==> config.mk <==
export PLATFORM = sky130hd
export DESIGN_NAME = press_accumulator
export DESIGN_NICKNAME = d
export VERILOG_FILES = /design/src/rtl/press_accumulator_pkg.sv /design/src/rtl/press_accumulator_bcd_digit_step.sv /design/src/rtl/press_accumulator.sv
export SDC_FILE = /design/constraint.sdc
export NUM_CORES = 1
export LEC_CHECK = 0
export ABC_AREA = 1
export CORE_UTILIZATION = 45
export CTS_BUF_LIST = sky130_fd_sc_hd__clkbuf_4 sky130_fd_sc_hd__clkbuf_8
export DETAILED_ROUTE_END_ITERATION = 10
export GPL_TIMING_DRIVEN = 0
export PLACE_DENSITY = 0.73
export SKIP_CTS_REPAIR_TIMING = 1
export SYNTH_ARGS = -nofsm -noshare
export SYNTH_HDL_FRONTEND = slang
export SYNTH_SLANG_ARGS = --single-unit
==> constraint.sdc <==
create_clock -name clk -period 4.5 [get_ports clk]
set_clock_uncertainty 0.1 [all_clocks]
set_input_delay 0.9 -clock clk [delete_from_list [all_inputs] [get_ports clk]]
set_output_delay 0.9 -clock clk [all_outputs]
set_load 0.01 [all_outputs]
==> src/rtl/press_accumulator_pkg.sv <==
// Shared types and constants for the press accumulator: press codes,
// controller states and BCD helpers.
package press_pkg;

  localparam int BCD_W = 4;

  localparam logic [1:0] PRESS_ONE = 2'b01;
  localparam logic [1:0] PRESS_TEN = 2'b10;

  typedef enum logic {
    ENTRY = 1'b0,
    RUN   = 1'b1
  } state_t;

  // Two BCD digits to binary; callers keep digits <= 9 so 7 bits suffice.
  function automatic logic [6:0] bcd_to_bin(input logic [BCD_W-1:0] tens,
                                            input logic [BCD_W-1:0] ones);
    bcd_to_bin = ({3'b000, tens} * 7'd10) + {3'b000, ones};
  endfunction

endpackage

==> src/rtl/press_accumulator_bcd_digit_step.sv <==
// Single BCD digit stepped by one in either direction, with
// carry (up) or borrow (down) rippled to the next digit.
module bcd_digit_step
  import press_pkg::*;
(
  input  logic [BCD_W-1:0] digit,
  input  logic             up,
  input  logic             step_in,
  output logic [BCD_W-1:0] digit_next,
  output logic             step_out
);

  // Increment wraps 9->0 with carry, decrement wraps 0->9 with borrow.
  always_comb begin
    digit_next = digit;
    step_out   = 1'b0;
    if (step_in) begin
      if (up) begin
        if (digit >= 4'd9) begin
          digit_next = 4'd0;
          step_out   = 1'b1;
        end else begin
          digit_next = digit + 4'd1;
          step_out   = 1'b0;
        end
      end else begin
        if (digit == 4'd0) begin
          digit_next = 4'd9;
          step_out   = 1'b1;
        end else begin
          digit_next = digit - 4'd1;
          step_out   = 1'b0;
        end
      end
    end else begin
      digit_next = digit;
      step_out   = 1'b0;
    end
  end

endmodule

==> src/rtl/press_accumulator.sv <==
// Accumulates +1/+10 button presses into a saturating two-digit BCD value
// and, in RUN, counts it down to zero at one step per TICK_DIV cycles.
module press_accumulator
  import press_pkg::*;
#(
  parameter int MAX_VALUE = 99,
  parameter int TICK_DIV  = 100_000_000,
  parameter int TICK_W    = 27
) (
  input  logic       clk,
  input  logic       resetn,
  input  logic       press_valid,
  input  logic [1:0] press_type,
  input  logic       toggle,
  input  logic       clear,
  output logic [3:0] value_ones,
  output logic [3:0] value_tens,
  output logic       running,
  output logic       done,
  output logic       overflow
);

  localparam logic [6:0]        MAX_BIN   = 7'(MAX_VALUE);
  localparam logic [BCD_W-1:0]  MAX_TENS  = BCD_W'(MAX_VALUE / 10);
  localparam logic [BCD_W-1:0]  MAX_ONES  = BCD_W'(MAX_VALUE % 10);
  localparam logic [TICK_W-1:0] TICK_LAST = TICK_W'(TICK_DIV - 1);

  state_t             state_r, state_nxt_s;
  logic [BCD_W-1:0]   ones_r, tens_r, ones_nxt_s, tens_nxt_s;
  logic [TICK_W-1:0]  tick_r, tick_nxt_s;
  logic               toggle_q_r;
  logic               running_r, done_r, overflow_r;
  logic               done_nxt_s, overflow_nxt_s;

  logic               in_entry_s, add_one_s, add_ten_s, toggle_rise_s, tick_hit_s;
  logic               ones_step_in_s, tens_step_in_s;
  logic [BCD_W-1:0]   ones_step_s, tens_step_s;
  logic               ones_co_s, tens_co_s;
  logic [6:0]         sum_bin_s;

  assign in_entry_s    = (state_r == ENTRY);
  assign add_one_s     = in_entry_s && press_valid && (press_type == PRESS_ONE);
  assign add_ten_s     = in_entry_s && press_valid && (press_type == PRESS_TEN);
  assign toggle_rise_s = toggle && !toggle_q_r;
  assign tick_hit_s    = (state_r == RUN) && (tick_r == TICK_LAST);

  // Both digits share direction: up while entering, down while running.
  assign ones_step_in_s = in_entry_s ? add_one_s : tick_hit_s;
  assign tens_step_in_s = in_entry_s ? (add_ten_s || ones_co_s) : ones_co_s;

  bcd_digit_step u_ones (
    .digit      (ones_r),
    .up         (in_entry_s),
    .step_in    (ones_step_in_s),
    .digit_next (ones_step_s),
    .step_out   (ones_co_s)
  );

  bcd_digit_step u_tens (
    .digit      (tens_r),
    .up         (in_entry_s),
    .step_in    (tens_step_in_s),
    .digit_next (tens_step_s),
    .step_out   (tens_co_s)
  );

  assign sum_bin_s = bcd_to_bin(tens_r, ones_r) + (add_ten_s ? 7'd10 : (add_one_s ? 7'd1 : 7'd0));

  // Next-state, next-value and pulse computation.
  always_comb begin
    state_nxt_s    = state_r;
    ones_nxt_s     = ones_r;
    tens_nxt_s     = tens_r;
    tick_nxt_s     = tick_r;
    done_nxt_s     = 1'b0;
    overflow_nxt_s = 1'b0;
    if (clear) begin
      state_nxt_s = ENTRY;
      ones_nxt_s  = 4'd0;
      tens_nxt_s  = 4'd0;
      tick_nxt_s  = TICK_W'(0);
    end else begin
      case (state_r)
        ENTRY: begin
          tick_nxt_s = TICK_W'(0);
          if (add_one_s || add_ten_s) begin
            if ((sum_bin_s > MAX_BIN) || tens_co_s) begin
              tens_nxt_s     = MAX_TENS;
              ones_nxt_s     = MAX_ONES;
              overflow_nxt_s = 1'b1;
            end else begin
              tens_nxt_s = tens_step_s;
              ones_nxt_s = ones_step_s;
            end
          end else begin
            tens_nxt_s = tens_r;
            ones_nxt_s = ones_r;
          end
          // The run starts from the value including a coinciding press.
          if (toggle_rise_s && ((tens_nxt_s != 4'd0) || (ones_nxt_s != 4'd0))) begin
            state_nxt_s = RUN;
          end else begin
            state_nxt_s = ENTRY;
          end
        end
        RUN: begin
          if (!toggle) begin
            state_nxt_s = ENTRY;
            tick_nxt_s  = TICK_W'(0);
          end else if (tick_hit_s) begin
            tick_nxt_s = TICK_W'(0);
            tens_nxt_s = tens_step_s;
            ones_nxt_s = ones_step_s;
            if ((tens_step_s == 4'd0) && (ones_step_s == 4'd0)) begin
              state_nxt_s = ENTRY;
              done_nxt_s  = 1'b1;
            end else begin
              state_nxt_s = RUN;
            end
          end else begin
            tick_nxt_s = tick_r + TICK_W'(1);
          end
        end
        default: begin
          state_nxt_s = ENTRY;
          tick_nxt_s  = TICK_W'(0);
        end
      endcase
    end
  end

  // State, value and registered output pulses.
  always_ff @(posedge clk or negedge resetn) begin
    if (!resetn) begin
      state_r    <= ENTRY;
      ones_r     <= 4'd0;
      tens_r     <= 4'd0;
      tick_r     <= TICK_W'(0);
      toggle_q_r <= 1'b1;
      running_r  <= 1'b0;
      done_r     <= 1'b0;
      overflow_r <= 1'b0;
    end else begin
      state_r    <= state_nxt_s;
      ones_r     <= ones_nxt_s;
      tens_r     <= tens_nxt_s;
      tick_r     <= tick_nxt_s;
      toggle_q_r <= toggle;
      running_r  <= (state_nxt_s == RUN);
      done_r     <= done_nxt_s;
      overflow_r <= overflow_nxt_s;
    end
  end

  assign value_ones = ones_r;
  assign value_tens = tens_r;
  assign running    = running_r;
  assign done       = done_r;
  assign overflow   = overflow_r;

endmodule

After elaboration in Yosys (flattened, before gate mapping) --
Cells that the tools add are included.
Storage, ports and cells: flip-flop bits (word level) 39, logic and storage cells 98, output and inout bits 11, input bits 7
Cells by class: muxes and demuxes 55, magnitude comparators 3, add/sub/neg operators 7, reductions and logical operators 19, multipliers 1, equal/unequal tests 5, bitwise logic cells 1
Operators with widths (count):
- 4-bit 2-to-1 mux | 23
- 27-bit 2-to-1 mux | 3
- 27-bit one-hot mux with 2 select lines | 1
- 27-bit by 1-bit adder with 27-bit output (second input constant) | 1
- 27-bit == test (second input constant) | 1
- 1-bit 2-to-1 mux | 25
- 4-bit logical NOT | 4
- 4-bit one-hot mux with 2 select lines | 2
- 7-bit by 4-bit adder with 7-bit output | 2
- 4-bit by 1-bit adder with 4-bit output (second input constant) | 2
- 4-bit greater-or-equal comparator (second input constant) | 2
- 4-bit nonzero test | 2
- 4-bit by 1-bit subtractor with 4-bit output (second input constant) | 2
- 7-bit greater-than comparator (second input constant) | 1
- 1-bit logical AND | 7
- 4-bit by 3-bit multiplier with 6-bit output (second input constant) | 1
- 1-bit logical OR | 4
- 3-bit by 2-bit inequality test with 1-bit output (second input constant) | 1
- 3-bit inequality test (second input constant) | 1
- 2-bit by 1-bit == test with 1-bit output (second input constant) | 1
- 2-bit == test (second input constant) | 1
- 1-bit one-hot mux with 2 select lines | 1
- 2-bit AND reduction | 1
- 1-bit logical NOT | 1
- 1-bit inverter | 1

Longest topological paths before layout --
depth in word-level cells 19, depth in mapped cells 21, mapped depth without buffers 19

By module --
Synthesis repeated with hierarchy kept, for this count alone.
Second synthesis, totals: cells, all modules 455, area total of the unflattened synthesis 3165.5 µm²
By module, submodules not included:
- press_accumulator | sequential area each 977.2 µm², area each 2610.0 µm², cells each 357, times used 1
- bcd_digit_step | sequential area each 0.0 µm², area each 277.8 µm², cells each 49, times used 2

Worst setup path after synthesis --
No wires, ideal clock.
path kind input to register, start input port press_type[1], end register running_r (netlist: running), path buffers 0, arrival time 3.241 ns, stages on the path 17, path slack 1.038 ns, setup time 0.120 ns, required time 4.280 ns, cells stage by stage inv_1 -> nor3_4 -> fa_1 -> ha_1 -> inv_1 -> fa_1 -> o21ai_1 -> xor2_1 -> inv_1 -> nand3_4 -> nand3_4 -> o21ai_0 -> nand2_1 -> nor2_1 -> nand2_1 -> nand2_1 -> nand2_1
Between the ends: longest elaborated chain between the ends 18, elaborated cells between the ends (all ways) 38, those cells by class 1 x add/sub; 1 x order compare; 2 x eq/ne; 22 x mux; 12 x reduce/logical
RTL lines:
- start: declaration | RTL line press_accumulator.sv:13 | input logic [1:0] press_type,
- parallel branches: the longest is 16 deep, another holds 7-bit by 4-bit adder with 7-bit output
- 1-bit one-hot mux with 2 select lines * | RTL line press_accumulator.sv:83 | case (state_r)
- 1-bit 2-to-1 mux * | RTL line press_accumulator.sv:77 | if (clear) begin
- net state_nxt_s | RTL line press_accumulator.sv:28 | state_t state_r, state_nxt_s;
- end signal: assignment | RTL line press_accumulator.sv:149 | running_r <= (state_nxt_s == RUN);
- end: declaration | RTL line press_accumulator.sv:32 | logic running_r, done_r, overflow_r;
Mark *: on every way through the listed nets, which the timed path passes. The select of a mux whose other input is x is not followed. A chain may end at the register's enable or synchronous reset.

Worst setup path after layout --
start input port press_valid, end register running_r (netlist: running)
Between the ends: longest elaborated chain between the ends 18, elaborated cells between the ends (all ways) 37, those cells by class 1 x add/sub; 1 x order compare; 22 x mux; 13 x reduce/logical
RTL lines:
- start: declaration | RTL line press_accumulator.sv:12 | input logic press_valid,
- 1-bit logical AND * | RTL line press_accumulator.sv:42, press_accumulator.sv:43
- parallel branches: the longest is 15 deep, another holds 7-bit by 4-bit adder with 7-bit output
- 1-bit one-hot mux with 2 select lines * | RTL line press_accumulator.sv:83
- 1-bit 2-to-1 mux * | RTL line press_accumulator.sv:77
- net state_nxt_s | RTL line press_accumulator.sv:28
Marked as above.

==> impl_results.md <==
- Cell variety after synth: 45
- Setup violators final: 0
- Critical path arrival: 3980 ps
- DR vias/cell: 5.224
- Share of cells above drive strength 1: 12.33%
- First-pass GRT wire length: 12.38 mm
- Top cells by area, synth: dfrtp_1, nand2_1, ha_1
- Critical Path Slowest Stage Cell: clkdlybuf4s50_1
- CTS sink count: 39
- Final ANT Viol Nets: 0
- Max-slew headroom: 41.29%
- Worst hold path type: reg -> reg
- Synthesis-to-finish area growth: 13.22%
- Met2 Resource Use GR: 33.48%
- Pin count of the biggest net entering global routing: 40
- GR Layer Usage met1: 28.96%
- Startpoint Class: input pin
- Post-route setup slack: 620.7 ps
- Worst-margin pin slew: 880.6 ps
- Core ar.: 6832 µm²
- Maxcap violations: 0
- Final hold slack: 361.7 ps
- Drt drc: 0
- Clock Tree Buf Depth: 2
- Leakage power figure: 1.661 nW
- Status: finished clean
- Number of synthesized flops with an enable pin: 0
- Non-Filler Instances: 550
- Top-area cell type share of the netlist area: 29.80%
- GRT Util Overall: 20.93%
- CP required: 4600 ps
- Post-placement cell area: 3476 µm²
- Via count: 2873
- Avg WL per Cell: 13.19 µm
- Hpwl dp: 5.411 mm
- Number of I/O pins: 18
- Fmax: 257.8 MHz
- Worst-path clk slew: 90 ps
- RSZ-0062 raised after global routing: no
- Crit path cell chain: clkdlybuf4s50_1, nand2_2, nor3_4, fa_1, ha_1, nand2_1, nand3_1, xor2_1, nand3_1, nand3_4, nand3_4, o21ai_0, nand2_1, nor2_1, nand2_1, nand2_1, nand2_1
- CTS root buf: clkbuf_8
- Die area: 7430 µm²
- Tmin final: 3879 ps
- Design Area, Final: 3612 µm²
- Setup tns final: 0 ps
- Most frequent cells in the layout: nand2_1, inv_1, nor2_1
- Most frequent CP cell: nand2_1
- TritonCTS buffer count: 5
- Multi-input logic area: 1941 µm²
- GRT overflow: 0
- Cell Area, Synth: 3191 µm²
- #FFs+latches synth: 39
- Warnings, synthesis: 0
- Main synth FF type: dfrtp_1
- Mapped Cells: 429
- WS Path Type: in -> reg
- Routability cong.: 0.8609
- Syn Area/Cell: 7.437 µm²
- Largest area contributor in the netlist: dfrtp_1
- Top fanout value on the critical path: 5
- Fillers: 674
- Pwr dens: 289.9 nW/µm²
- Worst vdd ir: 0.0001501 V
- Initial antenna violation count: 0
- Top Usage Layer GRT: met2
- Max incr delay on CP: 540 ps
- Hold Fails Final Rpt: 0
- Diode count: 0
- Starting Density: 46.70%
- Worst setup EP type: flop
- Initial DRC Count: 171
- Row cnt: 30
- Slew Viols, Final: 0
- Sequential-to-total area share from yosys stat: 30.63%
- Placed cells: 542
- First-pass detailed-route iteration total: 5
- Reg area: 977.2 µm²
- Chip Height: 86.20 µm
- Most common cell after layout, fill and taps aside: nand2_1
- GR Util met3: 4.762%
- Synth Net Count: 457
- Clock latency on the worst-skew pair: 310 ps
- Vias in the first global route: 2726
- Place WS: 288.4 ps
- Port bufs: 17
- TritonCTS clock tree: built
- Chip Width: 86.20 µm
- Nets@finish: 481
- CTS H-tree depth: 2
- Final period utilization: 86.21%
- FFs w/ async S/R, synth: 100.0%
- Routed Wire Length: 7.252 mm
-- path summary, 6_finish.rpt --
kind,end,slack [ps],startpoint,cells past startpoint
worst max-delay path,running,620,press_valid,17
worst min-delay path,tick_r[0],360,tick_r[0],1
worst max register to register,running,970,running,20
worst min register to register,tick_r[0],360,tick_r[0],1
max in group asynchronous,tick_r[21],3120,resetn,1
min in group asynchronous,tick_r[3],600,resetn,1
-- kinds of logic (layout without fill, tap and decap cells) --
logic type	after synthesis	count (layout)	share of synthesized area [%]
and+or+nand+nor	226	226	37.10
DFF	39	39	30.63
buffers and inverters	69	94	8.549
AOI/OAI and AO/OA	61	61	10.98
xor gates and xnor gates	13	13	3.569
adders and majority gates	21	21	9.176
-- per-stage QoR --
stage	utilization (%)	power (mW)
6_report	52.88	1.047
4_1_cts	52.88	1.050
3_3_place_gp	50.95	0.6829
5_1_grt	52.88	1.110
3_5_place_dp	50.88	0.6911
2_1_floorplan	-	0.6045
-- critical path, delay by kind of cell --
kind | cells | cell delay [ps]
AO/OA/AOI/OAI | 1 | 230
XOR/XNOR | 1 | 140
adder cells (fa/ha/maj) | 2 | 860
buffers and inverters | 1 | 540
AND/OR/NAND/NOR | 12 | 1300
-- registers in the layout, summed over array words and instances (netlist names) --
name and count:
tick_r 27, value_ones 4, overflow 1, toggle_q_r 1, done 1, running 1
value_tens 4
-- where the power goes --
| group | internal [mW] | switching, mW | total [mW] | leakage, nW |
|---|---|---|---|---|
| Sequential | 0.361 | 0.0197 | 0.381 | 0.536 |
| Clock | 0.221 | 0.138 | 0.360 | 0.0644 |
| Combinational | 0.117 | 0.189 | 0.306 | 1.06 |
| Total | 0.700 | 0.347 | 1.05 | 1.66 |
-- cell usage after synthesis, types with 2 or more instances --
cell      number
ha_1          17
nand4_1        7
o22ai_1        2
o31ai_1        2
inv_2          6
or2_2          2
nand2_2        8
nor3b_1        3
clkinv_1       4
o21a_1         2
dfrtp_1       38
nor3_1        16
nand2_1       88
nor2_1        40
o21ai_0       17
nor4_1         5
a21oi_1       21
fa_1           4
o21ai_1        6
nand2_4        5
a211oi_1       3
inv_1         50
nand3b_1       3
o211ai_1       4
nand3_1       29
nor2_2         5
nand3_2        2
nor2_4         6
clkbuf_1       5
nand3_4        3
xor2_1        12
-- routing by layer --
metal	vias up	part of all wire [%]
met5	-	0
met4	0	0.70
li1	1459	-
met2	75	48
met3	8	4.5
met1	1331	47
-- layout make-up --
type                    count  share of cell area (%)
multi-input cells         321                   53.72
clock buffers               5                   1.905
repair buffers             17                   4.572
inverters                  61                   6.373
well taps                  96                   3.325
clock inverters             3                   1.870
plain buffers               8                   1.178
flip-flops and latches     39                   27.05
(Power assumes the default switching activity.)
